--- src/rtl/wb_regfile_pkg.sv ---
// Shared pipeline constants for the write-back stage: sequencer encodings,
// frame lengths, suppressed opcodes and the captured-instruction record.
package wb_regfile_pkg;

    typedef enum logic [3:0] {
        IDLE    = 4'd0,
        WAIT_1  = 4'd1,
        WAIT_2  = 4'd2,
        WAIT_3  = 4'd3,
        WAIT_4  = 4'd4,
        WAIT_5  = 4'd5,
        WAIT_6  = 4'd6,
        WAIT_7  = 4'd7,
        WAIT_8  = 4'd8,
        WAIT_9  = 4'd9,
        WAIT_10 = 4'd10,
        CAPTURE = 4'd11,
        COMMIT  = 4'd12
    } state_t;

    localparam int FRAME_LEN       = 12;
    localparam int FIRST_FRAME_LEN = 13;

    localparam logic [4:0] OP_NOP = 5'h00;
    localparam logic [4:0] OP_ST  = 5'h11;
    localparam logic [4:0] OP_JMP = 5'h12;
    localparam logic [4:0] OP_BEQ = 5'h13;
    localparam logic [4:0] OP_BNE = 5'h14;

    typedef struct packed {
        logic [15:0] data;
        logic [4:0]  opcd;
        logic [4:0]  addr;
        logic        opt;
    } wb_req_t;

    // Stores and control-flow ops carry no register result.
    function automatic logic is_suppressed(input logic [4:0] op);
        return (op == OP_NOP) || (op == OP_ST) || (op == OP_JMP) ||
               (op == OP_BEQ) || (op == OP_BNE);
    endfunction

endpackage

--- src/rtl/wb_regfile_reg_file_32x16.sv ---
// 32x16 register storage with low-byte write merge and read ports that
// forward the value being written in the same cycle.
module reg_file_32x16 (
    input  logic        CLK,
    input  logic        RST,
    input  logic        we,
    input  logic [4:0]  waddr,
    input  logic [15:0] wdata,
    input  logic        byte_wr,
    input  logic [4:0]  ra_addr,
    input  logic [4:0]  rb_addr,
    output logic [15:0] ra_data,
    output logic [15:0] rb_data,
    output logic [15:0] wr_value
);

    logic [15:0] mem [32];

    // Full resulting register value; also what gets forwarded downstream.
    assign wr_value = byte_wr ? {mem[waddr][15:8], wdata[7:0]} : wdata;

    always_ff @(posedge CLK) begin
        if (!RST) begin
            for (int i = 0; i < 32; i++) mem[i] <= '0;
        end else if (we) begin
            mem[waddr] <= wr_value;
        end
    end

    always_comb begin
        ra_data = mem[ra_addr];
        if (we && ra_addr == waddr) ra_data = wr_value;
        if (ra_addr == 5'd0)        ra_data = '0;
    end

    always_comb begin
        rb_data = mem[rb_addr];
        if (we && rb_addr == waddr) rb_data = wr_value;
        if (rb_addr == 5'd0)        rb_data = '0;
    end

endmodule

--- src/rtl/wb_regfile.sv ---
// Write-back stage: fixed-length frame sequencer, capture of the delivered
// instruction, write-enable decode and forwarding copy of the last write.
module wb_regfile
    import wb_regfile_pkg::*;
(
    input  logic        CLK,
    input  logic        RST,
    input  logic [15:0] DATA_IN,
    input  logic [4:0]  OPCD_IN,
    input  logic [4:0]  ADDR_REG_IN,
    input  logic        OPT_BIT_IN,
    input  logic        VALID_IN,
    input  logic [4:0]  RA_ADDR,
    input  logic [4:0]  RB_ADDR,
    output logic [15:0] RA_DATA,
    output logic [15:0] RB_DATA,
    output logic        WB_DONE,
    output logic [4:0]  WB_ADDR,
    output logic [15:0] WB_DATA
);

    state_t      state, state_nxt;
    logic        cap_en, com_en;
    wb_req_t     cap;
    logic        pending;
    logic        we;
    logic [15:0] wr_value;

    always_ff @(posedge CLK) begin
        state <= state_nxt;
    end

    always_comb begin
        state_nxt = IDLE;
        if (RST) begin
            case (state)
                IDLE:    state_nxt = WAIT_1;
                WAIT_1, WAIT_2, WAIT_3, WAIT_4, WAIT_5,
                WAIT_6, WAIT_7, WAIT_8, WAIT_9:
                         state_nxt = state_t'(state + 4'd1);
                WAIT_10: state_nxt = CAPTURE;
                CAPTURE: state_nxt = COMMIT;
                COMMIT:  state_nxt = WAIT_1;
                default: state_nxt = IDLE;
            endcase
        end
    end

    always_comb begin
        cap_en = (state == CAPTURE);
        com_en = (state == COMMIT);
    end

    // An invalid capture drops the pending write but keeps the old fields.
    always_ff @(posedge CLK) begin
        if (!RST) begin
            cap     <= '0;
            pending <= 1'b0;
        end else if (cap_en) begin
            if (VALID_IN) begin
                cap     <= '{data: DATA_IN, opcd: OPCD_IN, addr: ADDR_REG_IN, opt: OPT_BIT_IN};
                pending <= 1'b1;
            end else begin
                pending <= 1'b0;
            end
        end
    end

    assign we = RST && com_en && pending && !is_suppressed(cap.opcd) && (cap.addr != 5'd0);

    reg_file_32x16 u_rf (
        .CLK      (CLK),
        .RST      (RST),
        .we       (we),
        .waddr    (cap.addr),
        .wdata    (cap.data),
        .byte_wr  (cap.opt),
        .ra_addr  (RA_ADDR),
        .rb_addr  (RB_ADDR),
        .ra_data  (RA_DATA),
        .rb_data  (RB_DATA),
        .wr_value (wr_value)
    );

    always_ff @(posedge CLK) begin
        if (!RST) begin
            WB_DONE <= 1'b0;
            WB_ADDR <= '0;
            WB_DATA <= '0;
        end else begin
            WB_DONE <= we;
            if (we) begin
                WB_ADDR <= cap.addr;
                WB_DATA <= wr_value;
            end
        end
    end

endmodule

--- config.mk ---
export PLATFORM = sky130hd
export DESIGN_NAME = wb_regfile
export DESIGN_NICKNAME = d
export VERILOG_FILES = /design/src/rtl/wb_regfile_pkg.sv /design/src/rtl/wb_regfile_reg_file_32x16.sv /design/src/rtl/wb_regfile.sv
export SDC_FILE = /design/constraint.sdc
export NUM_CORES = 1
export LEC_CHECK = 0
export BUFFER_PORTS_ARGS = -buffer_cell sky130_fd_sc_hd__buf_2
export CAP_MARGIN = 5
export CELL_PAD_IN_SITES_DETAIL_PLACEMENT = 0
export CELL_PAD_IN_SITES_GLOBAL_PLACEMENT = 1
export CORE_MARGIN = 4
export CORE_UTILIZATION = 48
export CTS_BUF_LIST = sky130_fd_sc_hd__clkbuf_16
export DETAILED_ROUTE_END_ITERATION = 8
export GPL_ROUTABILITY_DRIVEN = 0
export PLACE_DENSITY_LB_ADDON = 0.1
export SLEW_MARGIN = 20
export SYNTH_ARGS = -nofsm -noshare
export SYNTH_HDL_FRONTEND = slang
export SYNTH_SLANG_ARGS = --single-unit
--- constraint.sdc ---
create_clock -name CLK -period 4.4 [get_ports CLK]
set_input_delay 1.32 -clock CLK [delete_from_list [all_inputs] [get_ports CLK]]
set_output_delay 1.32 -clock CLK [all_outputs]
set_load 0.02 [all_outputs]
# Word level (Yosys, flattened, before mapping)
# Memory sizes are Yosys's and may differ from the RTL's. A register that Yosys moved wholly into a read port is not among the register bits.
# Index checks and enable logic that the tools add are counted.
[op_classes]
addsub = 1
n_eq_ne = 18
muxes = 16
reduce_logical = 20
[op_table]
columns = ["operator", "count"]
rows = [
  ["16-bit two-way mux", 6],
  ["4-bit equality test, second input constant", 5],
  ["5-bit equality test, second input constant", 4],
  ["4-bit by 3-bit equality test with 1-bit output, second input constant", 4],
  ["4-bit case mux with 4 select lines", 1],
  ["16-bit OR reduction", 1],
  ["5-bit logical NOT", 3],
  ["5-bit two-way mux", 3],
  ["5-bit equality test", 2],
  ["9-bit OR reduction", 1],
  ["4-bit by 2-bit equality test with 1-bit output, second input constant", 2],
  ["1-bit logical AND", 6],
  ["1-bit two-way mux", 6],
  ["5-bit nonzero test", 1],
  ["4-bit by 1-bit adder with 4-bit output, second input constant", 1],
  ["4-bit by 1-bit equality test with 1-bit output, second input constant", 1],
  ["4-bit logical NOT", 1],
  ["1-bit logical OR", 4],
  ["2-bit AND reduction", 1],
  ["2-bit OR reduction", 1],
  ["1-bit logical NOT", 1],
]
[totals]
regBits = 54
mem_bits_rw = 512
in_bits = 40
out_inout_bits = 54
word_cells = 65
memories = 1
[mem_list]
columns = ["memory", "words", "word_bits", "read_ports", "rd_clocked_by_memory_dff", "wr", "line", "source"]
rows = [
  ["u_rf.mem", 32, 16, 3, 1, 32, "wb_regfile_reg_file_32x16.sv:17", "logic [15:0] mem [32];"],
]

# Longest topological paths before layout
# Gate-level depths: netlist of the first run.
[depth]
word_depth = 13
depth_mapped = 12
depth_no_buf = 8

# Hierarchy
# From an unflattened synthesis of the first run, not the netlist that was laid out.
[unflattened]
cells_unflattened = 2465
hier_area_um2 = 32222.2
[modules_own_cells]
columns = ["module", "instances", "cells_each", "area_each_um2", "seq_area_each_um2"]
rows = [
  ["reg_file_32x16", 1, 2206, 29962.5, 15374.7],
  ["wb_regfile", 1, 259, 2259.7, 1081.0],
]

# Worst setup path before layout of the first run
# Ideal clock, no wire load.
[synth_path]
kind = "input to output"
start = "input port RB_ADDR[0]"
end = "output port RB_DATA[11]"
arrival_time_ns = 3.251
required_ns = 3.080
slack_ns = -0.171
stages = 9
path_buffers = 4
cell_sequence = "buf_2 > buf_2 > buf_2 > buf_2 > mux2i_1 > o22ai_1 > nor4_1 > nor3_1 > a21oi_1"
[synth_via]
elab_chain_cells = 4
word_cells_on_any_way = 6
classes_between = "eq/ne (1); mux (2); reduce/logical (2); memory (1)"
[synth_rtl]
columns = ["item", "line", "source"]
rows = [
  ["start: declaration", "wb_regfile.sv:14", "input logic [4:0] RB_ADDR,"],
  ["branches (longest 3 deep; another with memory read 32 x 16 bit)", "-", ""],
  ["16-bit two-way mux (*)", "wb_regfile_reg_file_32x16.sv:39", "if (rb_addr == 5'd0) rb_data = '0;"],
  ["end: declaration", "wb_regfile.sv:16", "output logic [15:0] RB_DATA,"],
]
# Every way passes the cells marked *.

# Final worst setup path of the first run
[layout_path]
start = "input port RA_ADDR[0]"
end = "output port RA_DATA[7]"
[layout_via]
elab_chain_cells = 4
word_cells_on_any_way = 6
classes_between = "eq/ne (1); mux (2); reduce/logical (2); memory (1)"
[layout_rtl]
columns = ["item", "line", "source"]
rows = [
  ["start: declaration", "wb_regfile.sv:13", "input logic [4:0] RA_ADDR,"],
  ["branches (longest 3 deep; another with memory read 32 x 16 bit)", "-", ""],
  ["16-bit two-way mux (*)", "wb_regfile_reg_file_32x16.sv:33", "if (ra_addr == 5'd0) ra_data = '0;"],
  ["end: declaration", "wb_regfile.sv:15", "output logic [15:0] RA_DATA,"],
]
# Marks and branches as above.

==> results of run 1 <==
how the worst max path moves through the flow:
stage                from          end  slack, ns  depth (start not counted)
3_3_place_gp   RA_ADDR[1]   RA_DATA[1]      -0.43                          9
5_1_grt        RA_ADDR[0]   RA_DATA[5]      -0.28                          9
4_1_cts        RA_ADDR[0]   RA_DATA[7]      -0.24                          9
6_report       RA_ADDR[0]   RA_DATA[7]      -0.27                          9
2_1_floorplan  RB_ADDR[0]  RB_DATA[10]     0.0009                          8
3_5_place_dp   RA_ADDR[1]   RA_DATA[1]      -0.44                          9
final cells by class:
class	instances	area (µm²)	area share [%]
multi-input combinational	1584	15100	38.4
tap	864	1080	2.75
timing repair buffer	434	4440	11.3
clock buffer	67	1680	4.27
inverter	10	41.3	0.105
clock inverter	50	418	1.06
sequential	571	16600	42.2
power by group:
part	leakage (nW)	switching [W]	total [W]	internal (W)
sequential	5.39	0.000189	0.00633	0.00614
combinational	7.87	0.000986	0.00199	0.00100
clock	1.06	0.00228	0.00541	0.00312
total	14.3	0.00346	0.0137	0.0103
cell usage after synthesis (all sizes together) (3+ instances only):
library cell  instances  area [µm²]
a22o                 16         140
a22oi                73         548
nor4                 18         134
and2                  4        25.0
nand3                20         100
o21bai                3        22.5
or3                   3        23.8
nor3b                 5        37.5
buf                 118         659
inv                   9        33.8
xnor2                 6        52.6
and3b                 6        52.6
nor3                 16        80.1
nand3b                3        22.5
mux4                267        6010
o22ai                16         100
dfxtp                59        1180
clkbuf              137         514
and3                252        1580
o21ai                19        95.1
nand2b               12        82.6
edfxtp              512       15400
nor2                272        1020
a221oi               18         158
or4                   3        26.3
xor2                  4        35.0
nand2               172         711
mux2                 12         135
o211ai               16         160
nor2b                15        93.8
ha                    4        50.1
mux2i               178        1780
a21oi               104         521
a211oi                9        67.6
logic make-up (layout without fill, tap and decap cells):
kind of cell	count (synthesis)	in the layout
buf+inv	265	561
simple gates	805	806
mux	457	457
compound gates	291	291
other cells	1	16
fa+ha+maj	4	4
xor+xnor	10	10
flops	571	571
flip-flops by register name (all words and copies together) (netlist names), named ones only:
register,count
WB_DONE,1
pending,1
WB_DATA,16
cap,27
WB_ADDR,5
state,4
u_rf.mem,512
timing repair:
| action | in CTS | in global routing |
|---|---|---|
| endpoints found under the setup margin | 32 | 32 |
| gates cloned | 12 | 5 |
| hold endpoints to repair | 0 | 0 |
| resized for setup | 187 | 110 |
| setup buffers | 42 | 28 |
| pin swaps | 43 | 42 |
layer usage:
metal	track usage [%]	part of all wire (%)	vias to the layer above
li1	-	-	9931
met1	42.3	39	12236
met2	49.9	48	1353
met3	4.95	7.9	273
met4	15.4	5.2	2
met5	0	0.0097	-
critical path, cell delays in order:
cell and delay (ns):
sky130_fd_sc_hd__clkbuf_16 0.15, sky130_fd_sc_hd__buf_12 0.15, sky130_fd_sc_hd__buf_16 0.16, sky130_fd_sc_hd__buf_8 0.13
sky130_fd_sc_hd__mux4_2 0.50, sky130_fd_sc_hd__a221oi_2 0.30, sky130_fd_sc_hd__buf_4 0.16, sky130_fd_sc_hd__o211ai_1 0.21
sky130_fd_sc_hd__buf_4 0.25
metrics by stage:
step | util (%) | total power [W] | instances | TNS (ns) | cell area [µm²]
after detailed placement | 53.2 | 0.00810 | 3387 | -8.83 | 35000
after global routing | 59.7 | 0.0141 | 3580 | -5.77 | 39300
after CTS | 58.7 | 0.0137 | 3557 | -4.17 | 38600
after floorplan | - | 0.00739 | 2419 | 0 | 31900
after global placement | 53.2 | 0.00806 | 3387 | -8.68 | 35000
final | 59.7 | 0.0137 | 3580 | -4.86 | 39300
placed cells by master (no fill, tap or decap), drive strengths merged, types with 5 or more instances in the layout:
master / synthesis / final
a211oi: 9 / 9
a21oi: 104 / 104
a221oi: 18 / 18
a22o: 16 / 16
a22oi: 73 / 73
and3: 252 / 252
and3b: 6 / 6
buf: 118 / 427
bufinv: 0 / 6
clkbuf: 137 / 74
clkinv: 1 / 30
conb: 1 / 16
dfxtp: 59 / 59
edfxtp: 512 / 512
inv: 9 / 21
mux2: 12 / 12
mux2i: 178 / 178
mux4: 267 / 267
nand2: 172 / 172
nand2b: 12 / 12
nand3: 20 / 20
nor2: 272 / 272
nor2b: 15 / 15
nor3: 16 / 16
nor3b: 5 / 5
nor4: 18 / 18
o211ai: 16 / 16
o21ai: 19 / 19
o22ai: 16 / 16
xnor2: 6 / 6
==> out/qor.json, run 1 <==
{
  "yosys": {
    "syn_area_um2": 31800,
    "ys.warnings.count": 0,
    "synthMuxAreaShare_pct": 24.9,
    "synth_simple_gate_area_share_pct": 12.6,
    "synth_enable_flop_cells": 512,
    "syn_avg_cell_area_um2": 13.2,
    "ys_types": 65,
    "synth_seq_area_share_pct": 52.0,
    "post_synth_fa_ha_maj_area_fraction_pct": 0.157,
    "complex_gate_fraction_of_the_synthesized_area_pct": 6.20,
    "yosys.area_share.xor_xnor_pct": 0.275,
    "main_combinational_cell_family_by_area_after_synthesis": "multiplexers",
    "synth_ff_type": "sky130_fd_sc_hd__edfxtp_1",
    "syn-instance-count": 2404,
    "synth.ff_latch_count": 571,
    "postSynth.asyncResetShare_pct": 0
  },
  "die": {
    "die_area_um2": 70500,
    "initial_core_util_pct": 48.4,
    "core_area_um2": 65700,
    "io-pin-count": 94,
    "std_cell_rows": 94,
    "die_width_um": 266,
    "fp.dieH_um": 266
  },
  "layout": {
    "flow.area_growth_from_synthesis_pct": 23.4,
    "number_of_nets_in_the_finished_design": 2711,
    "nFillCells": 5159,
    "antenna_cells": 0,
    "drive_gt1_share_pct": 35.9
  },
  "global_route": {
    "grt_pass1_wl_mm": 163,
    "grtUsageTotal_pct": 31.3,
    "grt_antenna_before_repair": 1,
    "grt_pass1_vias": 24081,
    "grt_start_max_net_pins": 65,
    "globalRouteOverflowTotal": 0
  },
  "setup_path": {
    "worst-endpoint-required_ns": 3.08,
    "worst_ep_arrival_time_ns": 3.35,
    "r2r_cells": 12,
    "cp_max_fo": 7,
    "reg_to_reg_start": "state[1]",
    "timing.critical_path.from_type": "primary input",
    "cp_class": "in2out",
    "worst_r2r_endpoint": "u_rf.mem[6][6]",
    "r2r_slack_ns": 0.93,
    "worst_setup_path_end_kind": "output port"
  },
  "route": {
    "drc": 0,
    "drt_first_iter_violations": 3065,
    "antenna_violating_nets_post_route": 0,
    "vias": 23795,
    "drt-vias-per-instance": 6.65,
    "avgRoutedWirePerCell_um": 31.5,
    "dr.pass1.iters": 5,
    "routed_wirelength_mm": 113
  },
  "placement": {
    "place_ws_ns": -0.442,
    "portBuffers": 93,
    "detailed_placer_s_ending_hpwl_mm": 75.5
  },
  "clock_tree": {
    "worst_skew_pair.late_latency_ns": 0.61,
    "clock_tree.buffer_depth": 3,
    "cts.sink_count": 571,
    "clk_pin_slew_worst_paths_ns": 0.06,
    "maximum_level_of_the_cts_h_tree": 3,
    "ctsHoldBuffers": 0,
    "cts_tree": "built",
    "cts_inserted_buffers": 66,
    "clk_root_buffer_cell": "sky130_fd_sc_hd__clkbuf_16"
  },
  "hold_path": {
    "min_path_type": "reg2reg",
    "worstHoldStart": "WB_DATA[5]",
    "whs_path_depth": 2,
    "hold_end": "WB_DATA[5]"
  },
  "run_status": {
    "violations": "setup timing",
    "result_of_the_run": "finished, violations left"
  },
  "timing": {
    "final_worst_path_period_share_pct": 106,
    "timing.final.max_slew_violations": 0,
    "finalWorstSetupSlack_ns": -0.266,
    "rsz0062_at_grt": "yes",
    "max_freq_mhz": 214,
    "timing_worst_slew_pin_value_ns": 1.07,
    "hold_violations": 0,
    "final_period_minus_worst_setup_slack_ns": 4.67,
    "finalSetupViolCount": 32,
    "timing.hold.ws_ns": 0.458,
    "finClkSkew_ns": 0.0255,
    "relSlewSlack_pct": 28.4
  },
  "pwr": {
    "power-per-cell-area_nw_per_um2": 349,
    "power.static_leakage_nw": 14.3,
    "max-vdd-ir-drop_uv": 337
  },
  "run": {
    "maxCapViolCount": 0
  }
}
(Power assumes the default switching activity.)
==> inputs of run 2 (changes only) <==
SETUP_SLACK_MARGIN = 0.02   (was not set)
==> run 2 against run 1 <==
  * The flow still finishes with violations (setup timing)
  * Largest power group unchanged
  * Clock power grew 0.7%
  * Critical endpoint unchanged
  * Non-clock buffer count decreased by 5
  * Wire length down 1.6%
  * Highest routed layer is now met4
  * Cell area is 0.23% higher
==> out/qor.json, run 2 (same netlist as run 1, synthesis figures left out) <==
{
  "run_status": {
    "result_of_the_run": {"value": "finished, violations left", "change": "unchanged"},
    "violations": {"value": "setup timing", "change": "unchanged"}
  },
  "clock_tree": {
    "maximum_level_of_the_cts_h_tree": {"value": 3, "change": "unchanged"},
    "cts.sink_count": {"value": 571, "change": "unchanged"},
    "clock_tree.buffer_depth": {"value": 3, "change": "unchanged"},
    "clk_pin_slew_worst_paths": {"value": 0.06, "unit": "ns", "change": "about the same"},
    "worst_skew_pair.late_latency": {"value": 0.62, "unit": "ns", "change": "was 0.61 ns"},
    "cts_inserted_buffers": {"value": 66, "change": "unchanged"},
    "cts_tree": {"value": "built", "change": "unchanged"},
    "clk_root_buffer_cell": {"value": "sky130_fd_sc_hd__clkbuf_16", "change": "unchanged"}
  },
  "timing": {
    "max_freq": {"value": 218, "unit": "MHz", "change": "was 214 MHz"},
    "setup_total_negative_slack": {"value": -3.43, "unit": "ns", "change": "was -4.86 ns"},
    "final_period_minus_worst_setup_slack": {"value": 4.59, "unit": "ns", "change": "was 4.67 ns"},
    "final_worst_path_period_share": {"value": 104, "unit": "%", "change": "was 106%"},
    "hold_violations": {"value": 0, "change": "unchanged"},
    "timing.final.max_slew_violations": {"value": 0, "change": "unchanged"},
    "timing_worst_slew_pin_value": {"value": 1.09, "unit": "ns", "change": "was 1.07 ns"},
    "finClkSkew": {"value": 0.0175, "unit": "ns", "change": "was 0.0255 ns"},
    "finalSetupViolCount": {"value": 31, "change": "was 32"},
    "relSlewSlack": {"value": 27.2, "unit": "%", "change": "was 28.4%"},
    "finalWorstSetupSlack": {"value": -0.194, "unit": "ns", "change": "was -0.266 ns"},
    "rsz0062_at_grt": {"value": "yes", "change": "unchanged"}
  },
  "layout": {
    "layout_common_cells": {"value": "sky130_fd_sc_hd__edfxtp_1, sky130_fd_sc_hd__mux4_2, sky130_fd_sc_hd__nor2_1, sky130_fd_sc_hd__and3_1, sky130_fd_sc_hd__buf_4", "change": "unchanged"},
    "final_design_area_no_fill": {"value": 39400, "unit": "µm²", "change": "was 39300 µm²"},
    "top_regs": {"value": "u_rf.mem: 512 flops, cap: 27 flops, WB_DATA: 16 flops", "change": "unchanged"},
    "drive_gt1_share": {"value": 35.8, "unit": "%", "change": "was 35.9%"},
    "flow.area_growth_from_synthesis": {"value": 23.7, "unit": "%", "change": "was 23.4%"},
    "final_cell_count_no_fill": {"value": 3577, "change": "was 3580"},
    "antenna_cells": {"value": 0, "change": "unchanged"},
    "utilization": {"value": 59.9, "unit": "%", "change": "was 59.7%"},
    "registers.top_by_ff_count": {"value": "u_rf.mem", "change": "unchanged"},
    "number_of_nets_in_the_finished_design": {"value": 2705, "change": "was 2711"},
    "leading_cell_type_in_the_layout_fill_and_taps_excluded": {"value": "sky130_fd_sc_hd__edfxtp_1", "change": "unchanged"},
    "largest_register_ffs": {"value": 512, "change": "unchanged"}
  },
  "route": {
    "drt-vias-per-instance": {"value": 6.58, "change": "was 6.65"},
    "avgRoutedWirePerCell": {"value": 31.1, "unit": "µm", "change": "was 31.5 µm"},
    "vias": {"value": 23525, "change": "was 23795"},
    "antenna_violating_nets_post_route": {"value": 0, "change": "unchanged"},
    "drc": {"value": 0, "change": "unchanged"},
    "routed_wirelength": {"value": 111, "unit": "mm", "change": "was 113 mm"},
    "dr.pass1.iters": {"value": 5, "change": "unchanged"},
    "drt_first_iter_violations": {"value": 2686, "change": "was 3065"}
  },
  "hold_path": {
    "min_path_type": {"value": "reg2reg", "change": "unchanged"}
  },
  "setup_path": {
    "cp_max_fo": {"value": 7, "change": "unchanged"},
    "timing.critical_path.from_type": {"value": "primary input", "change": "unchanged"},
    "worst_ep_arrival_time": {"value": 3.27, "unit": "ns", "change": "was 3.35 ns"},
    "worst-endpoint-required": {"value": 3.08, "unit": "ns", "change": "about the same"},
    "worst_setup_path_end_kind": {"value": "output port", "change": "unchanged"},
    "cp_class": {"value": "in2out", "change": "unchanged"}
  },
  "die": {
    "die_width": {"value": 266, "unit": "µm", "change": "unchanged"},
    "die_area": {"value": 70500, "unit": "µm²", "change": "unchanged"},
    "fp.dieH": {"value": 266, "unit": "µm", "change": "unchanged"},
    "core_area": {"value": 65700, "unit": "µm²", "change": "unchanged"},
    "initial_core_util": {"value": 48.4, "unit": "%", "change": "unchanged"},
    "io-pin-count": {"value": 94, "change": "unchanged"},
    "std_cell_rows": {"value": 94, "change": "unchanged"}
  },
  "placement": {
    "portBuffers": {"value": 93, "change": "unchanged"},
    "place_inst": {"value": 3393, "change": "was 3387"},
    "detailed_placer_s_ending_hpwl": {"value": 75.9, "unit": "mm", "change": "was 75.5 mm"},
    "placedInstanceArea": {"value": 35000, "unit": "µm²", "change": "about the same"}
  },
  "global_route": {
    "globalRouteOverflowTotal": {"value": 0, "change": "unchanged"},
    "grtUsageTotal": {"value": 31.2, "unit": "%", "change": "was 31.3%"},
    "grt_pass1_wl": {"value": 162, "unit": "mm", "change": "was 163 mm"},
    "grt_antenna_before_repair": {"value": 0, "change": "was 1"},
    "grt_pass1_vias": {"value": 23854, "change": "was 24081"},
    "grt_start_max_net_pins": {"value": 65, "change": "unchanged"}
  },
  "pwr": {
    "power-per-cell-area": {"value": 350, "unit": "nW/µm²", "change": "was 349 nW/µm²"},
    "max-vdd-ir-drop": {"value": 308, "unit": "µV", "change": "was 337 µV"},
    "total_power": {"value": 0.0138, "unit": "W", "change": "was 0.0137 W"},
    "power.static_leakage": {"value": 14.4, "unit": "nW", "change": "was 14.3 nW"}
  },
  "run": {
    "maxCapViolCount": {"value": 0, "change": "unchanged"}
  }
}
run 2: routing by layer:
layer	vias up	wire length, µm	global-route usage, %
met5	-	0	0
met4	0	6540	15.8
met3	299	8030	4.50
met2	1194	53600	50.5
met1	12107	42900	41.4
li1	9925	-	-
run 2: path summary, 6_finish.rpt:
check / start / endpoint / slack (ns) / cells past startpoint
max: RA_ADDR[0] / RA_DATA[7] / -0.19 / 9
min reg2reg: WB_DATA[2] / WB_DATA[2] / 0.45 / 2
max reg2reg: state[1] / u_rf.mem[5][2] / 0.95 / 11
min: WB_DATA[2] / WB_DATA[2] / 0.45 / 2
run 2: area by class of cell:
cell class / instances / area (µm²)
Inverter: 10 / 41.3
Multi-Input combinational cell: 1583 / 15000
Timing Repair Buffer: 429 / 4540
Fill cell: 5117 / 26400
Sequential cell: 571 / 16600
Tap cell: 864 / 1080
Clock inverter: 52 / 444
Clock buffer: 68 / 1700
run 2: power by group:
group / internal, W / leakage, nW / switching, W
logic: 0.00101 / 7.88 / 0.000959
clock network: 0.00313 / 1.10 / 0.00232
registers: 0.00615 / 5.39 / 0.000196
total: 0.0103 / 14.4 / 0.00348
run 2: worst max-delay path, stage by stage:
cell and delay (ns):
sky130_fd_sc_hd__clkbuf_16 0.16, sky130_fd_sc_hd__buf_12 0.13, sky130_fd_sc_hd__buf_16 0.13, sky130_fd_sc_hd__buf_4 0.13, sky130_fd_sc_hd__mux4_2 0.51, sky130_fd_sc_hd__a221oi_2 0.30, sky130_fd_sc_hd__buf_4 0.16, sky130_fd_sc_hd__o211ai_1 0.19
sky130_fd_sc_hd__buf_4 0.23
run 2: repair_timing:
item / 4_1_cts / 5_1_grt
resized for setup: 214 / 67
pin swaps: 51 / 30
buffers inserted: 34 / 14
hold buffers: 0 / 0
endpoints found under the setup margin: 32 / 32
cloned: 20 / 2
run 2: stage by stage:
step	hold WS, ns	setup slack [ns]
final	0.450	-0.194
after global routing	0.472	-0.272
after CTS	0.453	-0.197
after detailed placement	0.445	-0.425
after global placement	0.443	-0.396
after floorplan	0.436	0.0134
==> inputs of run 3 (changes only) <==
ABC_AREA = 1   (was not set)
CORE_UTILIZATION = 43   (was 48)
==> run 3 against run 2 <==
  * The flow now finishes without violations
  * Sequential power decreased by 3%
  * Largest cell class unchanged
  * Combinational power is 12% lower
  * Via count rose by 38%
  * Critical path type unchanged
  * Final cell count grew 54%
  * Register-to-register slack better by 0.29 ns
  * Synthesized cell count rose by 80%
  * Clock-buffer cell count grew 7
  * Wire length grew 26%
  * Total power fell by 1.9%
  * Global-route usage up 1.7 points
  * Non-clock buffer count shrank 59
==> out/qor.json, run 3 <==
{
  "yosys": {
    "post-synth-top-count-cell": {"value": "sky130_fd_sc_hd__nand2_1", "change": "was sky130_fd_sc_hd__edfxtp_1"},
    "synthDominantCellAreaShare": {"value": 46.3, "unit": "%", "change": "was 48.3%"},
    "synth.ff_latch_count": {"value": 571, "change": "unchanged"},
    "synth_ff_type": {"value": "sky130_fd_sc_hd__edfxtp_1", "change": "unchanged"},
    "synth_seq_area_share": {"value": 49.8, "unit": "%", "change": "was 52.0%"},
    "synth_largest_area_cell": {"value": "sky130_fd_sc_hd__edfxtp_1", "change": "unchanged"},
    "synth.top_cells.by_area": {"value": "sky130_fd_sc_hd__edfxtp_1, sky130_fd_sc_hd__nand3_1, sky130_fd_sc_hd__nand2_1, sky130_fd_sc_hd__nor2_1, sky130_fd_sc_hd__dfxtp_1", "change": "was sky130_fd_sc_hd__edfxtp_1, sky130_fd_sc_hd__mux4_2, sky130_fd_sc_hd__mux2i_1, sky130_fd_sc_hd__and3_1, sky130_fd_sc_hd__dfxtp_1"},
    "synth_enable_flop_cells": {"value": 512, "change": "unchanged"},
    "syn_area": {"value": 33200, "unit": "µm²", "change": "was 31800 µm²"},
    "syn-instance-count": {"value": 4333, "change": "was 2404"},
    "ys.warnings.count": {"value": 0, "change": "unchanged"},
    "ys_types": {"value": 33, "change": "was 65"},
    "syn_avg_cell_area": {"value": 7.67, "unit": "µm²", "change": "was 13.2 µm²"},
    "postSynth.asyncResetShare": {"value": 0, "unit": "%", "change": "unchanged"},
    "netlist_top_cells_count": {"value": "sky130_fd_sc_hd__nand2_1, sky130_fd_sc_hd__nand3_1, sky130_fd_sc_hd__nor2_1, sky130_fd_sc_hd__edfxtp_1, sky130_fd_sc_hd__inv_1", "change": "was sky130_fd_sc_hd__edfxtp_1, sky130_fd_sc_hd__nor2_1, sky130_fd_sc_hd__mux4_2, sky130_fd_sc_hd__and3_1, sky130_fd_sc_hd__mux2i_1"}
  },
  "global_route": {
    "globalRouteOverflowTotal": {"value": 0, "change": "unchanged"},
    "grtUsageTotal": {"value": 32.9, "unit": "%", "change": "was 31.2%"},
    "grt_pass1_vias": {"value": 30307, "change": "was 23854"},
    "grt_start_max_net_pins": {"value": 72, "change": "was 65"},
    "grt_antenna_before_repair": {"value": 1, "change": "was 0"},
    "grt_pass1_wl": {"value": 201, "unit": "mm", "change": "was 162 mm"}
  },
  "setup_path": {
    "worst-endpoint-required": {"value": 3.08, "unit": "ns", "change": "about the same"},
    "cp_max_fo": {"value": 14, "change": "was 7"},
    "cp_class": {"value": "in2out", "change": "unchanged"},
    "worstPathCellList": {"value": "buf_8 -> buf_12 -> buf_4 -> a21oi_1 -> o21ai_0 -> nand3_1 -> nand3_1 -> nand3_1 -> nand3_2 -> nand2_1 -> inv_1 -> buf_2", "change": "was clkbuf_16 -> buf_12 -> buf_16 -> buf_4 -> mux4_2 -> a221oi_2 -> buf_4 -> o211ai_1 -> buf_4"},
    "path_common_cell": {"value": "sky130_fd_sc_hd__nand3_1", "change": "was sky130_fd_sc_hd__buf_4"},
    "worst_setup_path_end_kind": {"value": "output port", "change": "unchanged"},
    "cpMaxStageDelayCell": {"value": "sky130_fd_sc_hd__nand3_1", "change": "was sky130_fd_sc_hd__mux4_2"},
    "worst_ep_arrival_time": {"value": 3.02, "unit": "ns", "change": "was 3.27 ns"},
    "cpPeakStageDelay": {"value": 0.22, "unit": "ns", "change": "was 0.51 ns"},
    "crit_family": {"value": "simple AND/OR/NAND/NOR gates", "change": "was buffers and inverters"},
    "timing.critical_path.from_type": {"value": "primary input", "change": "unchanged"},
    "critical_path_buf_inv_count": {"value": 5, "change": "was 6"}
  },
  "pwr": {
    "power.static_leakage": {"value": 15.2, "unit": "nW", "change": "was 14.4 nW"},
    "max-vdd-ir-drop": {"value": 321, "unit": "µV", "change": "was 308 µV"},
    "total_power": {"value": 0.0135, "unit": "W", "change": "was 0.0138 W"},
    "power-per-cell-area": {"value": 344, "unit": "nW/µm²", "change": "was 350 nW/µm²"}
  },
  "timing": {
    "final_worst_path_period_share": {"value": 98.7, "unit": "%", "change": "was 104%"},
    "setup_total_negative_slack": {"value": 0, "unit": "ns", "change": "was -3.43 ns"},
    "hold_violations": {"value": 0, "change": "unchanged"},
    "max_freq": {"value": 230, "unit": "MHz", "change": "was 218 MHz"},
    "final_period_minus_worst_setup_slack": {"value": 4.34, "unit": "ns", "change": "was 4.59 ns"},
    "timing_worst_slew_pin_value": {"value": 1.17, "unit": "ns", "change": "was 1.09 ns"},
    "relSlewSlack": {"value": 21.9, "unit": "%", "change": "was 27.2%"},
    "finClkSkew": {"value": 0.0228, "unit": "ns", "change": "was 0.0175 ns"},
    "finalSetupViolCount": {"value": 0, "change": "was 31"},
    "rsz0062_at_grt": {"value": "yes", "change": "unchanged"},
    "timing.final.max_slew_violations": {"value": 0, "change": "unchanged"}
  },
  "layout": {
    "registers.top_by_ff_count": {"value": "u_rf.mem", "change": "unchanged"},
    "flow.area_growth_from_synthesis": {"value": 18.1, "unit": "%", "change": "was 23.7%"},
    "seq_area": {"value": 16600, "unit": "µm²", "change": "about the same"},
    "layout_common_cells": {"value": "sky130_fd_sc_hd__nand2_1, sky130_fd_sc_hd__nand3_1, sky130_fd_sc_hd__edfxtp_1, sky130_fd_sc_hd__nor2_1, sky130_fd_sc_hd__inv_1", "change": "was sky130_fd_sc_hd__edfxtp_1, sky130_fd_sc_hd__mux4_2, sky130_fd_sc_hd__nor2_1, sky130_fd_sc_hd__and3_1, sky130_fd_sc_hd__buf_4"},
    "leading_cell_type_in_the_layout_fill_and_taps_excluded": {"value": "sky130_fd_sc_hd__nand2_1", "change": "was sky130_fd_sc_hd__edfxtp_1"},
    "number_of_nets_in_the_finished_design": {"value": 4458, "change": "was 2705"},
    "top_regs": {"value": "u_rf.mem: 512 flops, cap: 27 flops, WB_DATA: 16 flops", "change": "unchanged"},
    "multi_input_comb_area": {"value": 14500, "unit": "µm²", "change": "was 15000 µm²"},
    "largest_register_ffs": {"value": 512, "change": "unchanged"},
    "nFillCells": {"value": 7484, "change": "was 5117"},
    "drive_gt1_share": {"value": 12.3, "unit": "%", "change": "was 35.8%"}
  },
  "route": {
    "routed_wirelength": {"value": 140, "unit": "mm", "change": "was 111 mm"},
    "vias": {"value": 32513, "change": "was 23525"},
    "drt_first_iter_violations": {"value": 4514, "change": "was 2686"},
    "dr.pass1.iters": {"value": 6, "change": "was 5"},
    "drt-vias-per-instance": {"value": 5.92, "change": "was 6.58"},
    "drc": {"value": 0, "change": "unchanged"},
    "antenna_violating_nets_post_route": {"value": 0, "change": "unchanged"},
    "avgRoutedWirePerCell": {"value": 25.5, "unit": "µm", "change": "was 31.1 µm"}
  },
  "run": {
    "maxCapViolCount": {"value": 0, "change": "unchanged"}
  },
  "hold_path": {
    "min_path_type": {"value": "reg2reg", "change": "unchanged"}
  },
  "clock_tree": {
    "clk_pin_slew_worst_paths": {"value": 0.06, "unit": "ns", "change": "about the same"},
    "cts_tree": {"value": "built", "change": "unchanged"},
    "clk_root_buffer_cell": {"value": "sky130_fd_sc_hd__clkbuf_16", "change": "unchanged"},
    "worst_skew_pair.late_latency": {"value": 0.62, "unit": "ns", "change": "about the same"},
    "cts_inserted_buffers": {"value": 69, "change": "was 66"},
    "maximum_level_of_the_cts_h_tree": {"value": 3, "change": "unchanged"},
    "cts.sink_count": {"value": 571, "change": "unchanged"},
    "ctsHoldBuffers": {"value": 0, "change": "unchanged"},
    "clock_tree.buffer_depth": {"value": 3, "change": "unchanged"}
  },
  "placement": {
    "portBuffers": {"value": 93, "change": "unchanged"},
    "detailed_placer_s_ending_hpwl": {"value": 91.2, "unit": "mm", "change": "was 75.9 mm"}
  },
  "die": {
    "core_area": {"value": 76300, "unit": "µm²", "change": "was 65700 µm²"},
    "io-pin-count": {"value": 94, "change": "unchanged"},
    "initial_core_util": {"value": 43.5, "unit": "%", "change": "was 48.4%"},
    "std_cell_rows": {"value": 101, "change": "was 94"},
    "fp.dieH": {"value": 286, "unit": "µm", "change": "was 266 µm"},
    "die_width": {"value": 286, "unit": "µm", "change": "was 266 µm"},
    "die_area": {"value": 81800, "unit": "µm²", "change": "was 70500 µm²"}
  },
  "run_status": {
    "result_of_the_run": {"value": "completed", "change": "was finished, violations left"}
  }
}
-- run 3: changes by cell type after synthesis, sizes merged, moves of 112 or more --
| cell | previous run | this run |
|---|---|---|
| nand3 | 20 | 968 |
| mux4 | 267 | 0 |
| o21ai | 19 | 183 |
| mux2i | 178 | 0 |
| inv | 9 | 240 |
| and3 | 252 | 0 |
| nor2 | 272 | 515 |
| a21oi | 104 | 216 |
| nand2 | 172 | 1091 |
| o211ai | 16 | 128 |
-- run 3: layer usage --
layer  vias up  wire length (µm)  GRT usage (%)
met5         -                 0              0
met4         0              6610           14.3
met3       353             13300           5.42
met2      1893             63500           51.2
met1     15445             56700           45.4
li1      14822                 -              -
-- run 3: final timing paths --
check,endpoint,slack (ns),startpoint,cells past startpoint
max,RA_DATA[4],0.06,RA_ADDR[0],12
min,pending,0.46,pending,2
max reg2reg,u_rf.mem[13][15],1.24,register,10
min reg2reg,pending,0.46,pending,2
-- run 3: kinds of logic (layout without fill, tap and decap cells) --
family | count (synthesis) | count (layout) | synth area share (%)
compound gates | 537 | 537 | 9.15
xor+xnor | 7 | 7 | 0.184
fa+ha+maj | 4 | 4 | 0.151
buf+inv | 629 | 744 | 7.46
flops | 571 | 571 | 49.8
other cells | 1 | 17 | 0.0113
simple gates | 2584 | 2584 | 33.2
-- run 3: worst min-delay path: cells and delay by family (launching register included) --
family	cells	cell delay (ns)
flops	1	0.31
simple gates	1	0.06
compound gates	1	0.05
-- run 3: timing repair --
item                                    in CTS  in global routing
gates cloned                                 1                  9
endpoints found under the setup margin       2                 32
pin swaps                                    0                  7
buffers inserted                             0                  6
gates resized for setup                      2                 92
-- run 3: power breakdown --
part,switching (W),internal [W]
clock network,0.00237,0.00323
logic,0.00115,0.000582
registers,0.000112,0.00606
-- run 3: stage by stage --
stage          hold slack, ns  area (µm²)  util [%]  cells  setup slack (ns)
2_1_floorplan           0.441       33300         -   4348             0.339
3_3_place_gp            0.450       36400      47.6   5357            0.0131
3_5_place_dp            0.457       36400      47.6   5357           0.00684
4_1_cts                 0.466       38600      50.5   5478           0.00793
5_1_grt                 0.478       39200      51.4   5493            0.0111
6_report                0.462       39200      51.4   5494            0.0565
-- run 3: cell type report --
cell class / instances / share of cell area [%]
Sequential cell: 571 / 42.2
Multi-Input combinational cell: 3148 / 36.9
Timing Repair Buffer: 370 / 9.56
Clock buffer: 75 / 4.78
Tap cell: 1030 / 3.28
Inverter: 254 / 2.54
Clock inverter: 45 / 0.733
Antenna cell: 1 / 0.00638
